===== config.mk =====
export PLATFORM = sky130hd
export DESIGN_NAME = icache_s2_nway
export DESIGN_NICKNAME = d
export VERILOG_FILES = /design/src/rtl/icache_s2_nway.sv
export SDC_FILE = /design/constraint.sdc
export NUM_CORES = 1
export LEC_CHECK = 0
export CORE_ASPECT_RATIO = 0.5
export CORE_MARGIN = 5
export CORE_UTILIZATION = 50
export CTS_CLUSTER_SIZE = 16
export DETAILED_ROUTE_END_ITERATION = 10
export GPL_TIMING_DRIVEN = 0
export PLACE_DENSITY = 0.86
export SLEW_MARGIN = 10
export SYNTH_ARGS = -nofsm -noshare
export SYNTH_HDL_FRONTEND = slang
export SYNTH_SLANG_ARGS = --single-unit
export TNS_END_PERCENT = 100

===== constraint.sdc =====
create_clock -name clk -period 7.05 [get_ports clk]
set_input_delay 0.705 -clock clk [delete_from_list [all_inputs] [get_ports clk]]
set_output_delay 0.705 -clock clk [all_outputs]
set_load 0.01 [all_outputs]

===== src/rtl/icache_s2_nway.sv =====
// ============================================================================
//  Module   : icache_s2_nway
//  Brief    : Instruction cache stage 2. Tag compare and hit return for a
//             WAYS-way set-associative cache, AXI burst refill on miss or
//             uncached access, critical-word capture, round-robin victim
//             selection per set that prefers invalid ways.
//  Revision : 1.0 - initial release
// ============================================================================
`default_nettype none
`timescale 1ns/1ps

module icache_s2_nway #(
    parameter  int WAYS       = 2,
    parameter  int LINE_WORDS = 8,
    parameter  int INDEX_W    = 7,
    localparam int WAY_W      = $clog2(WAYS),
    localparam int OFF_W      = $clog2(LINE_WORDS),
    localparam int TAG_W      = 32 - INDEX_W - OFF_W - 2
) (
    input  logic                     clk,
    input  logic                     rst_n,
    input  logic                     req_i,
    input  logic [31:0]              paddr_i,
    input  logic                     cached_i,
    input  logic [WAYS*TAG_W-1:0]    tag_i,
    input  logic [WAYS-1:0]          valid_i,
    input  logic [WAYS*32-1:0]       data_i,
    input  logic                     cpu_ack_i,
    output logic                     axi_req_o,
    output logic [31:0]              axi_addr_o,
    output logic [3:0]               axi_len_o,
    input  logic                     axi_ack_i,
    input  logic                     axi_rvalid_i,
    input  logic                     axi_rlast_i,
    input  logic [31:0]              axi_rdata_i,
    output logic                     refill_we_o,
    output logic [WAY_W-1:0]         refill_way_o,
    output logic [INDEX_W-1:0]       refill_index_o,
    output logic [TAG_W-1:0]         refill_tag_o,
    output logic [LINE_WORDS*32-1:0] refill_line_o,
    output logic                     stall_o,
    output logic [31:0]              rdata_o,
    output logic                     rdata_valid_o
);

    localparam logic [2:0]  c_ST_IDLE    = 3'd0;
    localparam logic [2:0]  c_ST_REQ     = 3'd1;
    localparam logic [2:0]  c_ST_REFILL  = 3'd2;
    localparam logic [2:0]  c_ST_WRITE   = 3'd3;
    localparam logic [2:0]  c_ST_DONE    = 3'd4;
    localparam int          c_SETS       = 1 << INDEX_W;
    localparam logic [31:0] c_LINE_MASK  = 32'((1 << (OFF_W + 2)) - 1);
    localparam logic [3:0]  c_LEN_CACHED = 4'(LINE_WORDS - 1);

    logic [2:0]              r_state;
    logic [31:0]             r_paddr;
    logic                    r_cached;
    logic [WAY_W-1:0]        r_victim;
    logic [OFF_W-1:0]        r_off;
    logic [OFF_W-1:0]        r_beat_cnt;
    logic [31:0]             r_crit;
    logic [LINE_WORDS*32-1:0] r_line;
    logic [WAY_W-1:0]        r_rr [c_SETS];

    logic [TAG_W-1:0]        w_tag;
    logic [INDEX_W-1:0]      w_index;
    logic [OFF_W-1:0]        w_off;
    logic [INDEX_W-1:0]      w_lat_index;
    logic [TAG_W-1:0]        w_lat_tag;
    logic [WAYS-1:0]         w_way_hit;
    logic [WAY_W-1:0]        w_hit_way;
    logic [WAY_W-1:0]        w_inv_way;
    logic [WAY_W-1:0]        w_victim;
    logic [31:0]             w_hit_data;
    logic                    w_hit;
    logic                    w_miss;

    assign w_tag       = paddr_i[31 -: TAG_W];
    assign w_index     = paddr_i[OFF_W + 2 +: INDEX_W];
    assign w_off       = paddr_i[2 +: OFF_W];
    assign w_lat_index = r_paddr[OFF_W + 2 +: INDEX_W];
    assign w_lat_tag   = r_paddr[31 -: TAG_W];

    generate
        for (genvar w = 0; w < WAYS; w++) begin : g_way
            assign w_way_hit[w] = valid_i[w] && (tag_i[w*TAG_W +: TAG_W] == w_tag);
        end
    endgenerate

    // Lowest-numbered hitting way and lowest-numbered invalid way.
    always_comb begin
        w_hit_way = '0;
        w_inv_way = '0;
        for (int w = WAYS - 1; w >= 0; w--) begin
            if (w_way_hit[w]) w_hit_way = WAY_W'(w);
            if (!valid_i[w])  w_inv_way = WAY_W'(w);
        end
    end

    assign w_hit      = req_i && cached_i && (|w_way_hit);
    assign w_miss     = req_i && !w_hit;
    assign w_hit_data = data_i[int'(w_hit_way)*32 +: 32];
    assign w_victim   = (&valid_i) ? r_rr[w_index] : w_inv_way;

    // Refill FSM: latch the miss, request the burst, gather beats, write line.
    always_ff @(posedge clk or negedge rst_n) begin
        if (!rst_n) begin
            r_state    <= c_ST_IDLE;
            r_paddr    <= '0;
            r_cached   <= 1'b0;
            r_victim   <= '0;
            r_off      <= '0;
            r_beat_cnt <= '0;
            r_crit     <= '0;
            r_line     <= '0;
        end else begin
            case (r_state)
                c_ST_IDLE: begin
                    if (w_miss) begin
                        r_paddr    <= paddr_i;
                        r_cached   <= cached_i;
                        r_victim   <= w_victim;
                        // An uncached read is a single beat, so its word is beat 0.
                        r_off      <= cached_i ? w_off : '0;
                        r_beat_cnt <= '0;
                        r_state    <= c_ST_REQ;
                    end
                end
                c_ST_REQ: begin
                    if (axi_ack_i) r_state <= c_ST_REFILL;
                end
                c_ST_REFILL: begin
                    if (axi_rvalid_i) begin
                        r_line[int'(r_beat_cnt)*32 +: 32] <= axi_rdata_i;
                        if (r_beat_cnt == r_off) r_crit <= axi_rdata_i;
                        r_beat_cnt <= r_beat_cnt + OFF_W'(1);
                        if (axi_rlast_i) r_state <= r_cached ? c_ST_WRITE : c_ST_DONE;
                    end
                end
                c_ST_WRITE: begin
                    r_state <= c_ST_DONE;
                end
                c_ST_DONE: begin
                    if (cpu_ack_i) r_state <= c_ST_IDLE;
                end
                default: begin
                    r_state <= c_ST_IDLE;
                end
            endcase
        end
    end

    // Per-set round-robin pointer advances on every line write to that set.
    always_ff @(posedge clk or negedge rst_n) begin
        if (!rst_n) begin
            for (int s = 0; s < c_SETS; s++) r_rr[s] <= '0;
        end else if (r_state == c_ST_WRITE) begin
            r_rr[w_lat_index] <= r_rr[w_lat_index] + WAY_W'(1);
        end
    end

    // State-decoded outputs; inactive fields are held at zero.
    always_comb begin
        axi_req_o      = 1'b0;
        axi_addr_o     = '0;
        axi_len_o      = '0;
        refill_we_o    = 1'b0;
        refill_way_o   = '0;
        refill_index_o = '0;
        refill_tag_o   = '0;
        rdata_o        = '0;
        rdata_valid_o  = 1'b0;
        case (r_state)
            c_ST_IDLE: begin
                rdata_valid_o = w_hit;
                if (w_hit) rdata_o = w_hit_data;
            end
            c_ST_REQ: begin
                axi_req_o  = 1'b1;
                axi_addr_o = r_cached ? (r_paddr & ~c_LINE_MASK) : (r_paddr & ~32'h3);
                axi_len_o  = r_cached ? c_LEN_CACHED : 4'd0;
            end
            c_ST_WRITE: begin
                refill_we_o    = 1'b1;
                refill_way_o   = r_victim;
                refill_index_o = w_lat_index;
                refill_tag_o   = w_lat_tag;
            end
            c_ST_DONE: begin
                rdata_o       = r_crit;
                rdata_valid_o = 1'b1;
            end
            default: ;
        endcase
    end

    assign refill_line_o = r_line;
    assign stall_o       = (r_state != c_ST_IDLE) || w_miss;

endmodule

`default_nettype wire

# Word level (Yosys, flattened, before mapping)
# Index checks and enable logic that the tools add are counted.
dict set report classes {
  add_sub_neg 3
  order_cmp 3
  eq_ne 12
  shifts 3
  n_mux 38
  bitwise 2
  reduce_logical 18
}
# cell n
set ops {}
lappend ops {{bitwise mux 256 bit} 1}
lappend ops {{variable shift 32 x 33 -> 256 bit (first input constant)} 1}
lappend ops {{indexed part select 32 x 33 -> 256 bit} 1}
lappend ops {{bitwise mux 128 bit} 1}
lappend ops {{2-to-1 mux 32 bit} 2}
lappend ops {{case mux 32 bit (2 select lines)} 1}
lappend ops {{indexed part select 64 x 7 -> 32 bit} 1}
lappend ops {{== test 20 bit} 2}
lappend ops {{2-to-1 mux 3 bit} 11}
lappend ops {{negation 8 -> 33 bit} 1}
lappend ops {{2-to-1 mux 20 bit} 1}
lappend ops {{greater-or-equal comparator 8 bit (second input constant)} 2}
lappend ops {{inverter 7 -> 8 bit} 2}
lappend ops {{case mux 3 bit (5 select lines)} 1}
lappend ops {{binary-select mux 1 bit (select 7 bit)} 2}
lappend ops {{2-to-1 mux 1 bit} 13}
lappend ops {{!= test 2 bit (second input constant)} 5}
lappend ops {{less-than comparator 8 x 1 -> 1 bit (second input constant)} 1}
lappend ops {{demux 1 bit (select 7 bit)} 1}
lappend ops {{2-to-1 mux 7 bit} 1}
lappend ops {{== test 3 x 2 -> 1 bit (second input constant)} 2}
lappend ops {{logical AND 1 bit} 6}
lappend ops {{case mux 3 bit (2 select lines)} 1}
lappend ops {{AND reduction 2 bit} 3}
lappend ops {{other kinds (15)} 16}
dict set report word_totals {
  ff_bits 459
  output_inout_bits 356
  wordCells 215
}

# Depth between registers and ports, before layout
# Gate-level depths: netlist of the first run.
dict set report depth {
  word_depth 8
  mapped_depth 11
  depth_no_buf 8
}

# Worst setup path after synthesis of the first run
# Ideal clock, no wire load.
dict set report synth_timing {
  path_type {input to output}
  startpoint {input paddr_i[24]}
  endpoint {output rdata_o[12]}
  t_arrival_ns 2.569
  t_required_ns 6.345
  slack_ns 3.776
  stages 6
  cell_sequence {xor2_1 > or4_2 > nor4_1 > o2111ai_1 > clkbuf_1 > o21ai_0}
}
dict set report synth_via {
  elab_chain_cells 7
}
# item line
set synth_lines {}
lappend synth_lines {{start: declaration} 23} ;# input logic [31:0] paddr_i,
lappend synth_lines {{== test 20 bit} 86} ;# assign w_way_hit[w] = valid_i[w] && (tag_i[w*TAG_W +: TAG_W] == w_tag);
lappend synth_lines {{logical AND 1 bit} 86}
lappend synth_lines {{2-to-1 mux 1 bit (2 in series)} 95} ;# if (w_way_hit[w]) w_hit_way = WAY_W'(w);
lappend synth_lines {{indexed part select 64 x 7 -> 32 bit} 102} ;# assign w_hit_data = data_i[int'(w_hit_way)*32 +: 32];
lappend synth_lines {{2-to-1 mux 32 bit (*)} 176} ;# if (w_hit) rdata_o = w_hit_data;
lappend synth_lines {{case mux 32 bit (2 select lines) (*)} 173} ;# case (r_state)
lappend synth_lines {{end: declaration} 42} ;# output logic [31:0] rdata_o,
# Mark *: on every way between the ends. The rest lies on a longest branch, timed or not.

# Final worst setup path of the first run
dict set report layout_timing {
  startpoint {input paddr_i[18]}
  endpoint {output rdata_o[14]}
}
# The elaborated chain is that of the path after synthesis.

==> impl_metrics.toml, run 1 <==
[die]
design.core.area_um2 = 43700
rows = 54
chipWidth_um = 308
start_util_pct = 50.7
die_h_um = 159
dieArea_um2 = 48900
io_pins = 534

[clock_network]
clock-sinks = 457
insertion_delay_ns = 0.57
clock_path_buffers = 3
post-cts-setup-buffers = 0
cts_resized = 0
cts_hold_buf = 0
h-tree-depth = 2
cts_tree = "yes"
cts_made_buffers = 42
cts-root-buf = "clkbuf_16"
path_clk_slew_ns = 0.07

[timing]
slew_viol_final = 0
finalSetupTns_ns = 0
hold_slack_ns = 0.104
fin_crit_ns = 5.19
hold_viol = 0
post-route-period-util_pct = 73.6
tightest_slew_ns = 1.30
skew_ns = 0.0210
rsz0062_at_grt = "no"
max_freq_mhz = 193
slew_headroom_pct = 12.4
final-setup-viol-count = 0

[synth]
synth_edf_count = 0
synth.avg_cell_area_um2 = 10.7
syn_inst = 2066
syn_area_um2 = 22200
ys.flop_type = "dfrtp_1"
async_reset_ff_share_pct = 100
ys_seq_area_share_pct = 51.6
synth_top_family_by_area = "multiplexers"
synthSimpleGateAreaFrac_pct = 14.3
synth-adder-area-share_pct = 0.169
synthMuxAreaShare_pct = 19.2
synthXorXnorAreaFrac_pct = 1.78
yosys.cell_types.count = 68
synth_compound_area_share_pct = 9.30
ys_seq_elements = 457
ys_warn_count = 0

[pwr]
p_per_area_nw_per_um2 = 306
p_leak_nw = 13.0
vdd_drop_max_mv = 0.306
fin_total_pwr_w = 0.00910

[final_layout]
drive_gt1_share_pct = 15.3
syn2layout_area_growth_pct = 34.1
instances_no_fill = 3265
final_util_pct = 68.0
nFillCells = 3224
layout.nets = 2820

[outcome]
outcome = "finished, final reports clean"

[grt]
overflow = 0
grt_max_degree = 112
gr-usage-all-layers_pct = 34.2
grt_pass1_vias = 20000
grt_pass1_wl_mm = 128
antenna_found_initial = 5

[route]
drt-pass1-iter-count = 8
vias_per_cell = 6.10
wl_per_cell_um = 26.5
ant_nets = 0
vias = 19900
wl_mm = 86.4
drc = 0
drt_iter0_drc = 2585

[setup_path]
startpoint_type = "input port"
crit_arrival_ns = 4.48
worst-setup-path-type = "input port to output pin"
cp.required_ns = 6.34
path_max_fanout = 10
cp-end-kind = "output pin"

[placement]
place.port_buffers = 523
hpwl_mm = 63.9
placed_cells = 3183
gp_congestion = 0.990

[min_path]
min-delay-path-class = "input port to asynchronous set/reset pin"

[flow_run]
maxCapViolations = 0
-- layer usage --
layer  vias to the layer above  track usage, %  part of all wire [%]
li1                       8403               -                     -
met1                      9969            43.8                    37
met2                      1219            56.8                    49
met3                       334            6.86                   8.5
met4                         0            15.1                   5.7
met5                         -               0                     0
-- cell usage after synthesis (10+ instances only) --
library cell / instances / area [um^2]
and2_1: 52 / 325
nor2_1: 98 / 368
nand2_1: 399 / 1500
mux2i_1: 54 / 541
inv_1: 16 / 60.1
nand3_1: 64 / 320
buf_1: 11 / 41.3
mux2_4: 26 / 390
dfrtp_1: 457 / 11400
o22ai_1: 11 / 68.8
nor2b_1: 10 / 62.6
o41ai_1: 32 / 280
nor3_1: 26 / 130
mux4_2: 49 / 1100
xnor2_1: 22 / 193
nand2b_1: 15 / 93.8
clkbuf_1: 101 / 379
buf_2: 32 / 160
buf_4: 10 / 75.1
a21oi_1: 10 / 50.1
o31ai_1: 23 / 173
xor2_1: 23 / 201
mux2_2: 197 / 2220
o21ai_0: 225 / 1130
-- critical path: stages --
cell             delay (ns)
clkdlybuf4s50_1        0.57
xor2_1                 0.24
or4_2                  0.65
nor4_1                 0.48
o2111ai_1              0.44
clkbuf_1               0.39
o21ai_0                0.38
clkdlybuf4s50_1        0.61
-- report_power, final --
part,internal [W],total [W],switching (W)
clock network,0.00136,0.00246,0.00110
logic,0.00142,0.00330,0.00188
registers,0.00304,0.00334,0.000304
total,0.00581,0.00910,0.00329
-- registers in the layout, indices dropped and copies added (netlist names) --
| name | count |
|---|---|
| r_cached | 1 |
| r_state | 3 |
| refill_line_o | 256 |
| r_victim | 1 |
| r_paddr | 30 |
| r_off | 3 |
| r_rr | 128 |
| r_crit | 32 |
| r_beat_cnt | 3 |
-- cell usage in the layout (no fill, tap or decap), types with 10 or more instances in the layout --
cell,count
nand2b_1,15
clkdlybuf4s50_1,522
xnor2_1,22
clkbuf_1,104
nor2_1,98
o22ai_1,11
dfrtp_1,457
nor3_1,26
o41ai_1,32
o31ai_1,23
inv_1,16
nor2b_1,10
clkinv_2,12
clkbuf_16,42
mux2_2,197
o21ai_0,225
nand3_1,64
a21oi_1,10
and2_1,52
buf_2,32
buf_1,11
mux2i_1,54
xor2_1,23
mux2_4,26
buf_4,10
nand2_1,399
mux4_2,49
-- stage by stage --
stage,instance area (um^2),setup slack (ns)
4_1_cts,29700,1.92
3_5_place_dp,28200,1.94
5_1_grt,29700,1.63
2_1_floorplan,22200,3.78
3_3_place_gp,28100,-14.74
6_report,29700,1.86
-- layout make-up --
cell class,instances,area (um^2),area share [%]
flip-flops and latches,457,11400,38.5
multi-input cells,1435,9930,33.4
repair buffers,527,5350,18.0
clock buffers,51,1140,3.85
well taps,588,736,2.48
plain buffers,159,733,2.47
clock inverters,26,304,1.02
inverters,17,63.8,0.215
diodes,5,12.5,0.0421
-- logic make-up (layout without fill, tap and decap cells) --
| kind of cell | after synthesis | after routing |
|---|---|---|
| simple gates | 713 | 713 |
| flops | 457 | 457 |
| compound gates | 345 | 345 |
| mux | 326 | 326 |
| buf+inv | 176 | 780 |
| xor+xnor | 45 | 45 |
| fa+ha+maj | 3 | 3 |
| other cells | 1 | 8 |
-- final timing paths --
kind / start / endpoint / slack [ns] / cells past startpoint
max reg2reg: r_beat_cnt[0] / refill_line_o[219] / 2.92 / 10
max: paddr_i[18] / rdata_o[14] / 1.86 / 8
min: rst_n / r_rr[114] / 0.10 / 1
min in group clk: refill_line_o[202] / refill_line_o[202] / 0.48 / 2
min reg2reg: refill_line_o[202] / refill_line_o[202] / 0.48 / 2
max in group asynchronous: rst_n / refill_line_o[147] / 5.07 / 4
Power figures use the tool's default switching activity.
==> run 2: changes to the inputs <==
==> constraint.sdc (replaced) <==
create_clock -name clk -period 5.1 [get_ports clk]
set_input_delay 0.51 -clock clk [delete_from_list [all_inputs] [get_ports clk]]
set_output_delay 0.51 -clock clk [all_outputs]
set_load 0.01 [all_outputs]
==> run 2 against run 1 <==
Compared with the run above:
- clock-buffer cell count is the same
- design area is essentially flat
- routed wire length hardly changed
- sequential power is 38% higher
- worst hold slack improved by 0.37 ns
- global-route usage unchanged
- clock skew down 0.00053 ns
- largest power group unchanged
- critical path depth stayed put
- highest routed layer unchanged
- non-clock buffer count grew 1
- via count barely moved
==> impl_metrics.toml, run 2 (synthesized netlist as in run 1, its figures left out) <==
[setup_path]
cp-end-kind = "output pin"
worst-setup-path-type = "input port to output pin"
crit_arrival_ns = 4.28
crit_chain = "clkdlybuf4s50_1 > xor2_1 > or4_2 > nor4_1 > o2111ai_1 > clkbuf_1 > o21ai_0 > clkdlybuf4s50_1"
cp.required_ns = 4.59
worst_path_most_repeated_cell = "clkdlybuf4s50_1"
slowest_delay_ns = 0.67
path_max_fanout = 10
worst_path_max_delay_cell = "or4_2"
startpoint_type = "input port"

[clock_network]
h-tree-depth = 2
insertion_delay_ns = 0.57
cts_made_buffers = 42
post-cts-setup-buffers = 0
clock_path_buffers = 3
clock-sinks = 457
path_clk_slew_ns = 0.07
cts_tree = "yes"
cts-root-buf = "clkbuf_16"

[grt]
grt_pass1_vias = 20000
antenna_found_initial = 5
gr-usage-all-layers_pct = 34.2
overflow = 0
grt_pass1_wl_mm = 128
grt_max_degree = 112

[timing]
post-route-period-util_pct = 93.8
slew_headroom_pct = 10.5
fin_crit_ns = 4.79
rsz0062_at_grt = "no"
skew_ns = 0.0205
hold_slack_ns = 0.470
hold_viol = 0
max_freq_mhz = 209
final-setup-viol-count = 0
slew_viol_final = 0
tightest_slew_ns = 1.33

[placement]
place.port_buffers = 523
hpwl_mm = 63.9
gp_congestion = 0.990
placed_cells = 3183

[pwr]
p_leak_nw = 13.0
clock_power_share_pct = 27.0
pwr-share-seq_pct = 36.7
p_per_area_nw_per_um2 = 423
p_int_w = 0.00804
vdd_drop_max_mv = 0.424
p_sw_w = 0.00454
fin_total_pwr_w = 0.0126
combPwrFrac_pct = 36.3
switching_share_pct = 36.1

[route]
vias = 19900
ant_nets = 0
drt_iter0_drc = 2320
drt-pass1-iter-count = 8
drc = 0
wl_per_cell_um = 26.5
wl_mm = 86.4
vias_per_cell = 6.10

[min_path]
min-delay-path-class = "flop to flop"

[flow_run]
maxCapViolations = 0

[final_layout]
instances_no_fill = 3266
syn2layout_area_growth_pct = 34.1
layout.nets = 2821
final_util_pct = 68.0
largest_reg_flops = 256
final_cell_mix = "522 x clkdlybuf4s50_1, 457 x dfrtp_1, 399 x nand2_1"
layout_commonest_cell = "clkdlybuf4s50_1"
drive_gt1_share_pct = 15.3

[die]
dieArea_um2 = 48900
rows = 54
die_h_um = 159
io_pins = 534
start_util_pct = 50.7
chipWidth_um = 308
design.core.area_um2 = 43700

[outcome]
outcome = "finished, final reports clean"
## run 2: cell count changes in the layout (fill, tap and decap cells not counted)
| cell | before | now |
|---|---|---|
| dlygate4sd3_1 | 0 | 1 |
## run 2: critical path: cells and delay by family
kind | cells | cell delay [ns]
buffers and inverters | 3 | 1.55
and+or+nand+nor | 2 | 1.15
AOI/OAI and AO/OA | 2 | 0.81
xor gates and xnor gates | 1 | 0.24
## run 2: path summary, 6_finish.rpt
check | cells past startpoint | slack (ns) | from | end
worst max-delay path | 8 | 0.31 | paddr_i[24] | rdata_o[14]
worst min-delay path | 2 | 0.47 | refill_line_o[194] | refill_line_o[194]
worst max register to register | 10 | 0.95 | r_beat_cnt[0] | refill_line_o[198]
worst min register to register | 2 | 0.47 | refill_line_o[194] | refill_line_o[194]
max in group asynchronous | 5 | 2.72 | rst_n | refill_line_o[147]
min in group asynchronous | 2 | 0.49 | rst_n | r_rr[60]
## run 2: power by group through the flow
stage | Clock, W | Combinational (W) | Sequential [W]
2_1_floorplan | 0 | 0.00250 | 0.00460
3_3_place_gp | 0 | 0.00432 | 0.00464
3_5_place_dp | 0 | 0.00445 | 0.00466
4_1_cts | 0.00340 | 0.00448 | 0.00460
5_1_grt | 0.00357 | 0.00481 | 0.00468
6_report | 0.00339 | 0.00457 | 0.00462
## run 2: per-layer routing
metal	vias to the layer above	wire length [um]	track usage (%)
met1	9978	32100	43.8
met3	327	7200	6.86
met2	1204	42300	56.8
met4	0	4750	15.1
li1	8403	-	-
met5	-	0	0
## run 2: per-stage QoR
stage	setup TNS, ns	cell area (um^2)	setup slack (ns)
floorplan	0	22200	2.22
global placement	-7498.89	28100	-16.49
detailed placement	0	28200	0.378
CTS	0	29700	0.356
global route	0	29700	0.0700
finish	0	29700	0.314
## run 2: cell type report
cell class                      instances  area, um^2
Inverter                               17        63.8
Clock buffer                           51        1140
Clock inverter                         26         304
Buffer                                159         733
Multi-Input combinational cell       1435        9930
Antenna cell                            5        12.5
Tap cell                              588         736
Timing Repair Buffer                  528        5360
Fill cell                            3223       14000
Sequential cell                       457       11400
## run 2: timing repair
item	CTS	global route
hold endpoints to repair	68	0
endpoints found under the setup margin	0	0
resized for setup	0	0
hold buffers	1	0
==> run 3: changes to the inputs <==
--- a/config.mk
+++ b/config.mk
@@ -8,11 +8,10 @@
 export CORE_ASPECT_RATIO = 0.5
 export CORE_MARGIN = 5
 export CORE_UTILIZATION = 50
-export CTS_CLUSTER_SIZE = 16
+export CTS_CLUSTER_SIZE = 24
 export DETAILED_ROUTE_END_ITERATION = 10
 export GPL_TIMING_DRIVEN = 0
 export PLACE_DENSITY = 0.86
-export SLEW_MARGIN = 10
 export SYNTH_ARGS = -nofsm -noshare
 export SYNTH_HDL_FRONTEND = slang
 export SYNTH_SLANG_ARGS = --single-unit
==> run 3 against run 2 <==
Compared with the run above:
- register-to-register slack improved by 0.08 ns
- critical path depth rose by 1
- clock-buffer cell count rose by 7
- maximum frequency fell by 1.8%
- via count barely moved
- first-iteration DRC count rose by 5.3%
- critical endpoint is now rdata_o[30]
- highest routed layer unchanged
==> impl_metrics.toml, run 3 (synthesized netlist as in run 1, its figures left out) <==
[final_layout]
syn2layout_area_growth_pct = 34.2
drive_gt1_share_pct = 15.0
largest_reg_flops = 256
layout_commonest_cell = "clkdlybuf4s50_1"
final_util_pct = 68.0
layout.nets = 2820
final_cell_mix = "522 x clkdlybuf4s50_1, 457 x dfrtp_1, 399 x nand2_1"

[placement]
hpwl_mm = 63.5
pre_cts_ws_ns = 0.372
place.port_buffers = 523
gp_congestion = 0.990

[clock_network]
cts_resized = 0
cts-root-buf = "clkbuf_16"
clock-sinks = 457
cts_made_buffers = 42
h-tree-depth = 2
path_clk_slew_ns = 0.07
cts_tree = "yes"
clock_path_buffers = 3
insertion_delay_ns = 0.56

[route]
drt_iter0_drc = 2444
drc = 0
vias = 19900
vias_per_cell = 6.10
ant_nets = 0
wl_mm = 86.4
wl_per_cell_um = 26.5
drt-pass1-iter-count = 6

[setup_path]
cp.required_ns = 4.59
path_delay_family = "buffers and inverters"
path_buf_inv = 3
startpoint_type = "input port"
worst_path_most_repeated_cell = "clkdlybuf4s50_1"
crit_arrival_ns = 4.36
worst_path_max_delay_cell = "clkdlybuf4s50_1"
path_max_fanout = 10
crit_chain = "clkdlybuf4s50_1 > xor2_1 > or4_1 > nor4_1 > and4_1 > o2111ai_1 > clkbuf_1 > o21ai_0 > clkdlybuf4s50_1"
slowest_delay_ns = 0.65
worst-setup-path-type = "input port to output pin"
cp-end-kind = "output pin"

[outcome]
outcome = "finished, final reports clean"

[timing]
slew_viol_final = 0
setup_ws_ns = 0.229
hold_viol = 0
max_freq_mhz = 205
slew_headroom_pct = 14.2
post-route-period-util_pct = 95.5
tightest_slew_ns = 1.28
skew_ns = 0.0134
hold_slack_ns = 0.468
rsz0062_at_grt = "no"
final-setup-viol-count = 0
fin_crit_ns = 4.87

[pwr]
p_per_area_nw_per_um2 = 425
p_leak_nw = 13.0
vdd_drop_max_mv = 0.333

[grt]
grt_pass1_vias = 20400
antenna_found_initial = 5
gr-usage-all-layers_pct = 34.3
overflow = 0
grt_max_degree = 127
grt_pass1_wl_mm = 128

[die]
design.core.area_um2 = 43700
dieArea_um2 = 48900
io_pins = 534
chipWidth_um = 308
start_util_pct = 50.7
rows = 54
die_h_um = 159

[flow_run]
maxCapViolations = 0

[min_path]
min-delay-path-class = "flop to flop"
-- run 3: final cells by class --
class	count	area, um^2
Timing Repair Buffer	527	5330
Clock inverter	16	267
Fill cell	3242	14000
Sequential cell	457	11400
Antenna cell	6	15.0
Tap cell	588	736
Buffer	159	733
Multi-Input combinational cell	1435	9930
Clock buffer	58	1210
Inverter	17	63.8
-- run 3: final timing paths --
| check | start | depth (start not counted) | endpoint | slack (ns) |
|---|---|---|---|---|
| max | paddr_i[16] | 9 | rdata_o[30] | 0.23 |
| min | refill_line_o[194] | 2 | refill_line_o[194] | 0.47 |
| max reg2reg | r_beat_cnt[0] | 10 | refill_line_o[207] | 1.03 |
| min reg2reg | refill_line_o[194] | 2 | refill_line_o[194] | 0.47 |
| max in group asynchronous | rst_n | 4 | refill_line_o[157] | 2.86 |
| min in group asynchronous | rst_n | 2 | r_rr[105] | 0.56 |
-- run 3: what timing repair did --
action | in CTS | in global routing
endpoints found under the hold margin | 10 | 0
setup buffers | 0 | 0
hold buffers | 1 | 0
-- run 3: per-stage QoR --
| stage | setup TNS [ns] | std cells | power, W | area, um^2 |
|---|---|---|---|---|
| after global routing | 0 | 3262 | 0.0131 | 29700 |
| after global placement | -7498.89 | 3179 | 0.00896 | 28100 |
| after floorplan | 0 | 2068 | 0.00710 | 22200 |
| after CTS | 0 | 3257 | 0.0125 | 29700 |
| after detailed placement | 0 | 3182 | 0.00910 | 28200 |
| final | 0 | 3263 | 0.0126 | 29700 |
-- run 3: metal layers --
layer	GRT usage (%)	wire length, um
met2	55.8	41200
met5	0	0
met1	43.2	32000
met3	7.26	7340
met4	18.6	5810
-- run 3: report_power, final --
part / internal (W) / switching [W] / total, W / leakage [nW]
combinational: 0.00196 / 0.00260 / 0.00456 / 6.03
sequential: 0.00420 / 0.000424 / 0.00462 / 6.20
clock: 0.00198 / 0.00147 / 0.00345 / 0.726
-- run 3: worst register-to-register path, stage by stage, from the launching register on --
cell and delay (ns):
dfrtp_1 0.47, clkinv_1 0.30, ha_1 0.30, ha_1 0.26, clkbuf_1 0.22, nand2b_1 0.24, nor3_1 0.99, nand2_1 0.57
clkbuf_1 0.38, nand2_1 0.15, nand2_1 0.07
